[src/rtl/tcdm_bfly_prio_ctrl.sv]
// Layer-priority scheduler for the radix-2 butterfly TCDM interconnect.
// Base priority comes from a round-robin counter or an LFSR; a starvation monitor can override it.
module tcdm_bfly_prio_ctrl #(
    parameter int unsigned  NumIn     = 8,
    parameter int unsigned  StarveThr = 15,
    parameter logic [15:0]  LfsrSeed  = 16'hACE1,
    localparam int unsigned NumLayers = $clog2(NumIn)
) (
    input  logic                 clk_i,
    input  logic                 rst_ni,
    input  logic                 en_i,
    input  logic                 mode_i,
    input  logic [NumIn-1:0]     req_i,
    input  logic [NumIn-1:0]     gnt_i,
    output logic [NumLayers-1:0] prio_o,
    output logic                 boost_o,
    output logic [NumLayers-1:0] boost_idx_o,
    output logic [15:0]          boost_cnt_o
);

    typedef enum logic {
        IDLE  = 1'b0,
        BOOST = 1'b1
    } state_e;

    localparam logic [7:0] Thr = 8'(StarveThr);

    state_e               state_q, state_d;
    logic [NumLayers-1:0] cnt_q, cnt_d;
    logic [15:0]          lfsr_q, lfsr_d;
    logic [7:0]           wait_q [NumIn];
    logic [7:0]           wait_d [NumIn];
    logic [NumLayers-1:0] boost_idx_q, boost_idx_d;
    logic [15:0]          boost_cnt_q, boost_cnt_d;

    logic                 adv;
    logic [NumIn-1:0]     stall;
    logic                 starve_vld;
    logic [NumLayers-1:0] starve_idx;
    logic [NumLayers-1:0] lfsr_base;
    logic [NumLayers-1:0] base;

    assign adv   = en_i & |(req_i & gnt_i);
    assign stall = req_i & ~gnt_i & {NumIn{en_i}};

    // Wide networks see the 16-bit LFSR zero-extended into the upper layers.
    if (NumLayers <= 16) begin : g_lfsr_narrow
        assign lfsr_base = lfsr_q[NumLayers-1:0];
    end else begin : g_lfsr_wide
        assign lfsr_base = {{(NumLayers-16){1'b0}}, lfsr_q};
    end

    assign base = mode_i ? lfsr_base : cnt_q;

    // NOTE: every variable gets its default at the top of the block so no path leaves it unassigned (no latches).
    always_comb begin
        cnt_d  = cnt_q;
        lfsr_d = lfsr_q;
        if (adv) begin
            cnt_d  = cnt_q + 1'b1;
            lfsr_d = (lfsr_q >> 1) ^ (lfsr_q[0] ? 16'hB400 : 16'h0000);
        end

        for (int i = 0; i < NumIn; i++) begin
            wait_d[i] = 8'd0;
            if (stall[i]) begin
                wait_d[i] = (wait_q[i] == Thr) ? Thr : wait_q[i] + 8'd1;
            end
        end

        // Scan downwards so the lowest starving initiator wins.
        starve_vld = 1'b0;
        starve_idx = '0;
        for (int i = NumIn - 1; i >= 0; i--) begin
            if (stall[i] && (wait_q[i] == Thr)) begin
                starve_vld = 1'b1;
                starve_idx = NumLayers'(i);
            end
        end
    end

    always_comb begin
        state_d     = state_q;
        boost_idx_d = boost_idx_q;
        boost_cnt_d = boost_cnt_q;
        unique case (state_q)
            IDLE: begin
                if (starve_vld) begin
                    state_d     = BOOST;
                    boost_idx_d = starve_idx;
                    if (boost_cnt_q != 16'hFFFF) begin
                        boost_cnt_d = boost_cnt_q + 16'd1;
                    end
                end
            end
            BOOST: begin
                if (gnt_i[boost_idx_q] || !req_i[boost_idx_q] || !en_i) begin
                    state_d = IDLE;
                end
            end
            default: state_d = IDLE;
        endcase
    end

    // NOTE: state uses non-blocking assignments so every flop samples pre-edge values.
    // NOTE: the wait counters are individual flops, so they take part in the async reset like any other state.
    always_ff @(posedge clk_i or negedge rst_ni) begin
        if (!rst_ni) begin
            state_q     <= IDLE;
            cnt_q       <= '0;
            lfsr_q      <= LfsrSeed;
            boost_idx_q <= '0;
            boost_cnt_q <= '0;
            for (int i = 0; i < NumIn; i++) begin
                wait_q[i] <= 8'd0;
            end
        end else begin
            state_q     <= state_d;
            cnt_q       <= cnt_d;
            lfsr_q      <= lfsr_d;
            boost_idx_q <= boost_idx_d;
            boost_cnt_q <= boost_cnt_d;
            for (int i = 0; i < NumIn; i++) begin
                wait_q[i] <= wait_d[i];
            end
        end
    end

    assign boost_o     = (state_q == BOOST);
    assign boost_idx_o = boost_idx_q;
    assign boost_cnt_o = boost_cnt_q;
    // While boosted, every layer routes the boosted initiator's input bit through.
    assign prio_o      = boost_o ? boost_idx_q : base;

endmodule

[config.mk]
export PLATFORM = sky130hd
export DESIGN_NAME = tcdm_bfly_prio_ctrl
export DESIGN_NICKNAME = d
export VERILOG_FILES = /design/src/rtl/tcdm_bfly_prio_ctrl.sv
export SDC_FILE = /design/constraint.sdc
export NUM_CORES = 1
export LEC_CHECK = 0
export ABC_CLOCK_PERIOD_IN_PS = 2500
export BUFFER_PORTS_ARGS = -buffer_cell sky130_fd_sc_hd__buf_2
export CORE_MARGIN = 2
export CORE_UTILIZATION = 30
export CTS_CLUSTER_DIAMETER = 120
export DETAILED_ROUTE_END_ITERATION = 16
export HOLD_SLACK_MARGIN = 0.08
export SYNTH_ARGS = -nofsm -noshare
export SYNTH_HDL_FRONTEND = slang
export SYNTH_SLANG_ARGS = --single-unit
[constraint.sdc]
create_clock -name clk_i -period 2.5 [get_ports clk_i]
set_input_delay 0.25 -clock clk_i [delete_from_list [all_inputs] [get_ports clk_i]]
set_output_delay 0.25 -clock clk_i [all_outputs]
set_load 0.02 [all_outputs]
Word-level counts from Yosys, hierarchy flattened --
Cells that the tools add are included.
Word-level totals: flip-flop bits (word level) 103, input port bits 20, output and inout port bits 23, word-level logic and storage cells 97
Cells by class: add/sub/neg operators 10, $lt $le $gt $ge 1, eq/ne operators 9, mux-type cells 42, bitwise logic cells 7, reduce and logical (&&, ||, !) cells 15
Operators with widths (count):
- 8-bit 2-to-1 mux | 16
- 8-bit by 1-bit adder with 8-bit output (second input constant) | 8
- 8-bit by 4-bit == test with 1-bit output (second input constant) | 8
- 3-bit 2-to-1 mux | 10
- 8-bit AND | 3
- 16-bit by 1-bit adder with 16-bit output (second input constant) | 1
- 16-bit 2-to-1 mux | 1
- 16-bit inequality test (second input constant) | 1
- 15-bit by 16-bit XOR with 16-bit output | 1
- 1-bit 2-to-1 mux | 12
- 1-bit logical AND | 8
- 8-bit inverter | 1
- 8-bit OR reduction | 1
- 1-bit binary-select mux with 3-bit select | 2
- 3-bit by 4-bit < comparator with 1-bit output (second input constant) | 1
- 3-bit by 1-bit adder with 3-bit output (second input constant) | 1
- 3-bit AND reduction | 1
- 1-bit zero test | 2
- 1-bit logical OR | 2
- 1-bit one-hot mux with 2 select lines | 1
- 2-bit AND reduction | 1
- 1-bit AND | 1
- 1-bit inverter | 1

Depth between registers and ports, before layout --
word-level depth 14, depth in mapped cells 9, gate-level depth less buffers 7

Worst setup path before layout --
No wires, ideal clock.
path kind register to register, from register wait_q[36] in the netlist's numbering, to register boost_cnt_q[9], in the netlist boost_cnt_o[9], arrival 2.123 ns, path slack 0.247 ns, stages on the path, launching flop included 8, period minus slack after synthesis 2.253 ns, cell sequence dfrtp_1 > or4_1 > or3_4 > o2111a_4 > a211oi_4 > buf_6 > nand4_1 > xnor2_1
On the way: longest elaborated chain between the ends 7
Ends and longest elaborated chain:
- start, declared | line 31 | logic [7:0] wait_q [NumIn];
- start signal, assigned by index | line 124 | wait_q[i] <= wait_d[i];
- 8-bit by 4-bit == test with 1-bit output | line 75 | if (stall[i] && (wait_q[i] == Thr)) begin
- 1-bit logical AND | line 75
- 1-bit 2-to-1 mux (4 in a row) | line 75
- 3-bit AND reduction (no line)
- end signal, assigned | line 122 | boost_cnt_q <= boost_cnt_d;
- end, declared | line 34 | logic [15:0] boost_cnt_q, boost_cnt_d;
Every way passes these cells. A chain may end at the register's enable or synchronous reset.

Worst setup path after layout --
from register wait_q[5] in the netlist's numbering, to register boost_cnt_q[1], in the netlist boost_cnt_o[1]
On the way: longest elaborated chain between the ends 11
Ends and longest elaborated chain (line):
- 8-bit by 4-bit == test with 1-bit output | 75
- 1-bit logical AND | 75
- 1-bit 2-to-1 mux (8 in a row) | 75
- 3-bit AND reduction (no line)
Every way passes these cells.

==> metrics list <==
- Run status: finished clean
- The placed instances occupy a cell area of between 5000 and 6000 µm².
- STA classifies the critical path endpoint as a register.
- The synthesized netlist contains 44 unique library cells.
* Leakage dissipation: 2.61 nW
- Initial Utilization: 30.8%
- Number of antenna diodes: 0
* Final setup violating endpoints: 0
- Detailed-routing iteration count for the pre-antenna-repair pass: 4
- By area the synthesized netlist is led by dfrtp_1, xnor2_1, xor2_1, dfstp_2, mux2_2.
- Worst Hold Class: primary input to register
- Data on the critical path arrives at its endpoint at between 2000 and 3000 ps.
- In the final layout, the share of cells above drive strength 1 is 19.8%.
- Count of warnings emitted by yosys: 0
* Most common cell in the synthesized netlist: dfrtp_1
- The synthesized design contains 103 register bits.
- The worst-case IR drop observed on VDD is 269 µV.
* Final HPWL DP: 7.85 mm
- Synth-to-layout area growth: 18.0%
- Total global routing overflow: 0
- Input and output buffers added on the ports amount to 42.
- Total nets after synthesis: 482
* Total via count after detailed routing: 3,605
- Layout Nets: 544
- Clock-pin slew on the worst setup and hold paths: 70 ps
- Total I/O pin count: 43
- Total wirelength of the detailed-routed design: around 11 mm
* Area of the die: 17,400 µm²
- Remaining routing DRC violations: 0
- The floorplan step defined a core boundary enclosing approximately 16,000 µm².
- Startpoint class of the critical path: register
- The largest total area in the synthesized netlist belongs to dfrtp_1.
- Row generation in the floorplan step produced 46 rows.
- Seq/Total Area, Yosys: between 50% and 60%
- Clock buffer count from CTS: 9
- The critical path in this run is classified as register to register.
- Async set-or-reset flop fraction in the synthesized netlist: 100%
* Max clock buf depth: 2
- Peak fanout along the critical path: 11
- Antenna-violating nets left: 0
* Width of the chip: 132 µm
- Setup total negative slack on the finished layout was measured at 0 ps.
- Worst-case headroom to the max-slew limit: 58.4%
- Number of global-route vias before repair: 3,666
* Post-DR wirelength/cell: 14.4 µm
- At the worst endpoint, the required time is 2730 ps.
- TritonCTS clock tree: yes
* Setup repair after global routing missed its margin: no
- With fillers left out, the area of the finished cells amounts to roughly 5800 µm².
* Area share of the largest cell type after synthesis: 48.5%
- Detailed router's first-iteration violation count: 195
- Count of max-cap constraint violations: 0
- Antenna violations before repair: 0
- The first global-routing pass estimated 18.1 mm of wire.
- Synthesized instance count: 452
- DR vias/cell: 4.90
- Number of sinks on the clock net: 103
- In this run, synthesis inferred 0 flip-flops with an integrated enable.
- Post-synthesis instance area: 4900 µm²
- Total power: 0.00380 W
- Height of the chip: approximately 130 µm
- Routability cong.: 0.816
- Power Density: 656 nW/µm²
- Clock tree synthesis selected as its root buffer the cell clkbuf_16.
* Actual transition at the worst max-transition pin: 625 ps
- Final cycle utilization of the critical path: 96.1%
- Maximum number of pins on one net before global-route repair: 46
* Number of H-tree levels: 3
- Subtracting the final worst setup slack from the clock period gives 2400 ps.
* Insertion delay to the later sink of the worst-skew pair: ~350 ps
- For this run, the leading register cell type out of synthesis is dfrtp_1.
* Largest clock skew in the final design: 7.94 ps
* All-layer global routing usage: 12.9%
- The final count of pins violating max slew is 0.
* Count of endpoints failing hold in the final timing report: 0
* Highest achievable clock rate: 0.416 GHz
* Most common library cells after synthesis: dfrtp_1, xnor2_1, nor2_1
- A synthesized cell averages 10.9 µm².
[repair_timing]
item / 4_1_cts / 5_1_grt
endpoints found under the setup margin: 0 / 1
endpoints found under the hold margin: 34 / 0
hold buffers: 1 / 0
resized for setup: 0 / 2
setup buffers: 0 / 0
[per-layer routing]
layer	up-vias	part of all wire (%)	track usage, %
met2	62	49	21.2
met1	1794	45	16.2
li1	1731	-	-
met4	0	2.4	4.35
met5	-	0	0
met3	18	3.4	3.84
[sequential cells by signal (all words and copies together), names as in the netlist]
signal and cells:
boost_cnt_o 16, boost_idx_o 3, boost_o 1, cnt_q 3, lfsr_q 16, wait_q 64
[critical path, cell delays in order (launching register included)]
cell and delay [ps]:
dfrtp_1 420, or4_1 550, or3_4 370, o2111a_2 220, a211oi_4 210, buf_6 180
mux2_2 330
[cell usage in the layout, fill, tap and decap left out, types with 4 or more instances in the layout]
| cell type | n |
|---|---|
| a21oi_1 | 16 |
| a22oi_1 | 4 |
| a31oi_1 | 6 |
| and3_1 | 23 |
| buf_2 | 41 |
| buf_4 | 19 |
| clkbuf_1 | 5 |
| clkbuf_16 | 9 |
| dfrtp_1 | 95 |
| dfstp_2 | 8 |
| ha_1 | 10 |
| inv_1 | 9 |
| mux2_2 | 15 |
| nand2_1 | 24 |
| nand3_1 | 29 |
| nand3b_1 | 10 |
| nand4_1 | 11 |
| nor2_1 | 36 |
| nor3_1 | 11 |
| nor3b_1 | 4 |
| nor4_1 | 5 |
| o21ai_0 | 26 |
| xnor2_1 | 40 |
| xor2_1 | 25 |
[final cells by class]
type,instances,area (µm²)
clock buffers,15,258
clock inverters,1,30.0
fillers,1580,10200
inverters,9,33.8
multi-input cells,329,2240
flip-flops and latches,103,2590
well taps,216,270
repair buffers,62,369
[power breakdown]
part | internal [W] | switching [W]
sequential | 0.00186 | 0.000117
clock | 0.000806 | 0.000578
combinational | 0.000221 | 0.000217
[kinds of logic after synthesis]
kind of cell	after synthesis	share of synthesized area, %
AND/OR/NAND/NOR	171	18.6
XOR/XNOR	65	11.6
buffers and inverters	20	1.71
AO/OA/AOI/OAI	64	8.27
multiplexers	19	4.52
adder cells (fa/ha/maj)	10	2.55
flip-flops	103	52.8
[path summary, 6_finish.rpt]
check | cells past startpoint | slack (ps) | start | endpoint
worst max-delay path | 6 | 100 | wait_q[5]$_DFF_PN0_ | boost_cnt_o[1]$_DFFE_PN0P_
worst min-delay path | 3 | 280 | req_i[6] | wait_q[10]$_DFF_PN0_
worst max register to register | 6 | 100 | wait_q[5]$_DFF_PN0_ | boost_cnt_o[1]$_DFFE_PN0P_
worst min register to register | 2 | 470 | lfsr_q[10]$_DFFE_PN1P_ | lfsr_q[10]$_DFFE_PN1P_
max in group asynchronous | 3 | 1300 | rst_ni | boost_cnt_o[1]$_DFFE_PN0P_
min in group asynchronous | 2 | 450 | rst_ni | wait_q[15]$_DFF_PN0_
[metrics by stage]
step | util, % | setup slack, ps | hold slack [ps] | std cells
floorplan | - | 247 | -45.6 | 452
global placement | 34.4 | 108 | 276 | 718
detailed placement | 34.4 | 72.8 | 287 | 718
CTS | 36.2 | 70.1 | 262 | 735
global route | 36.3 | 25.2 | 283 | 735
finish | 36.3 | 98.6 | 278 | 735
No activity file was read; power rests on OpenSTA's default activity.
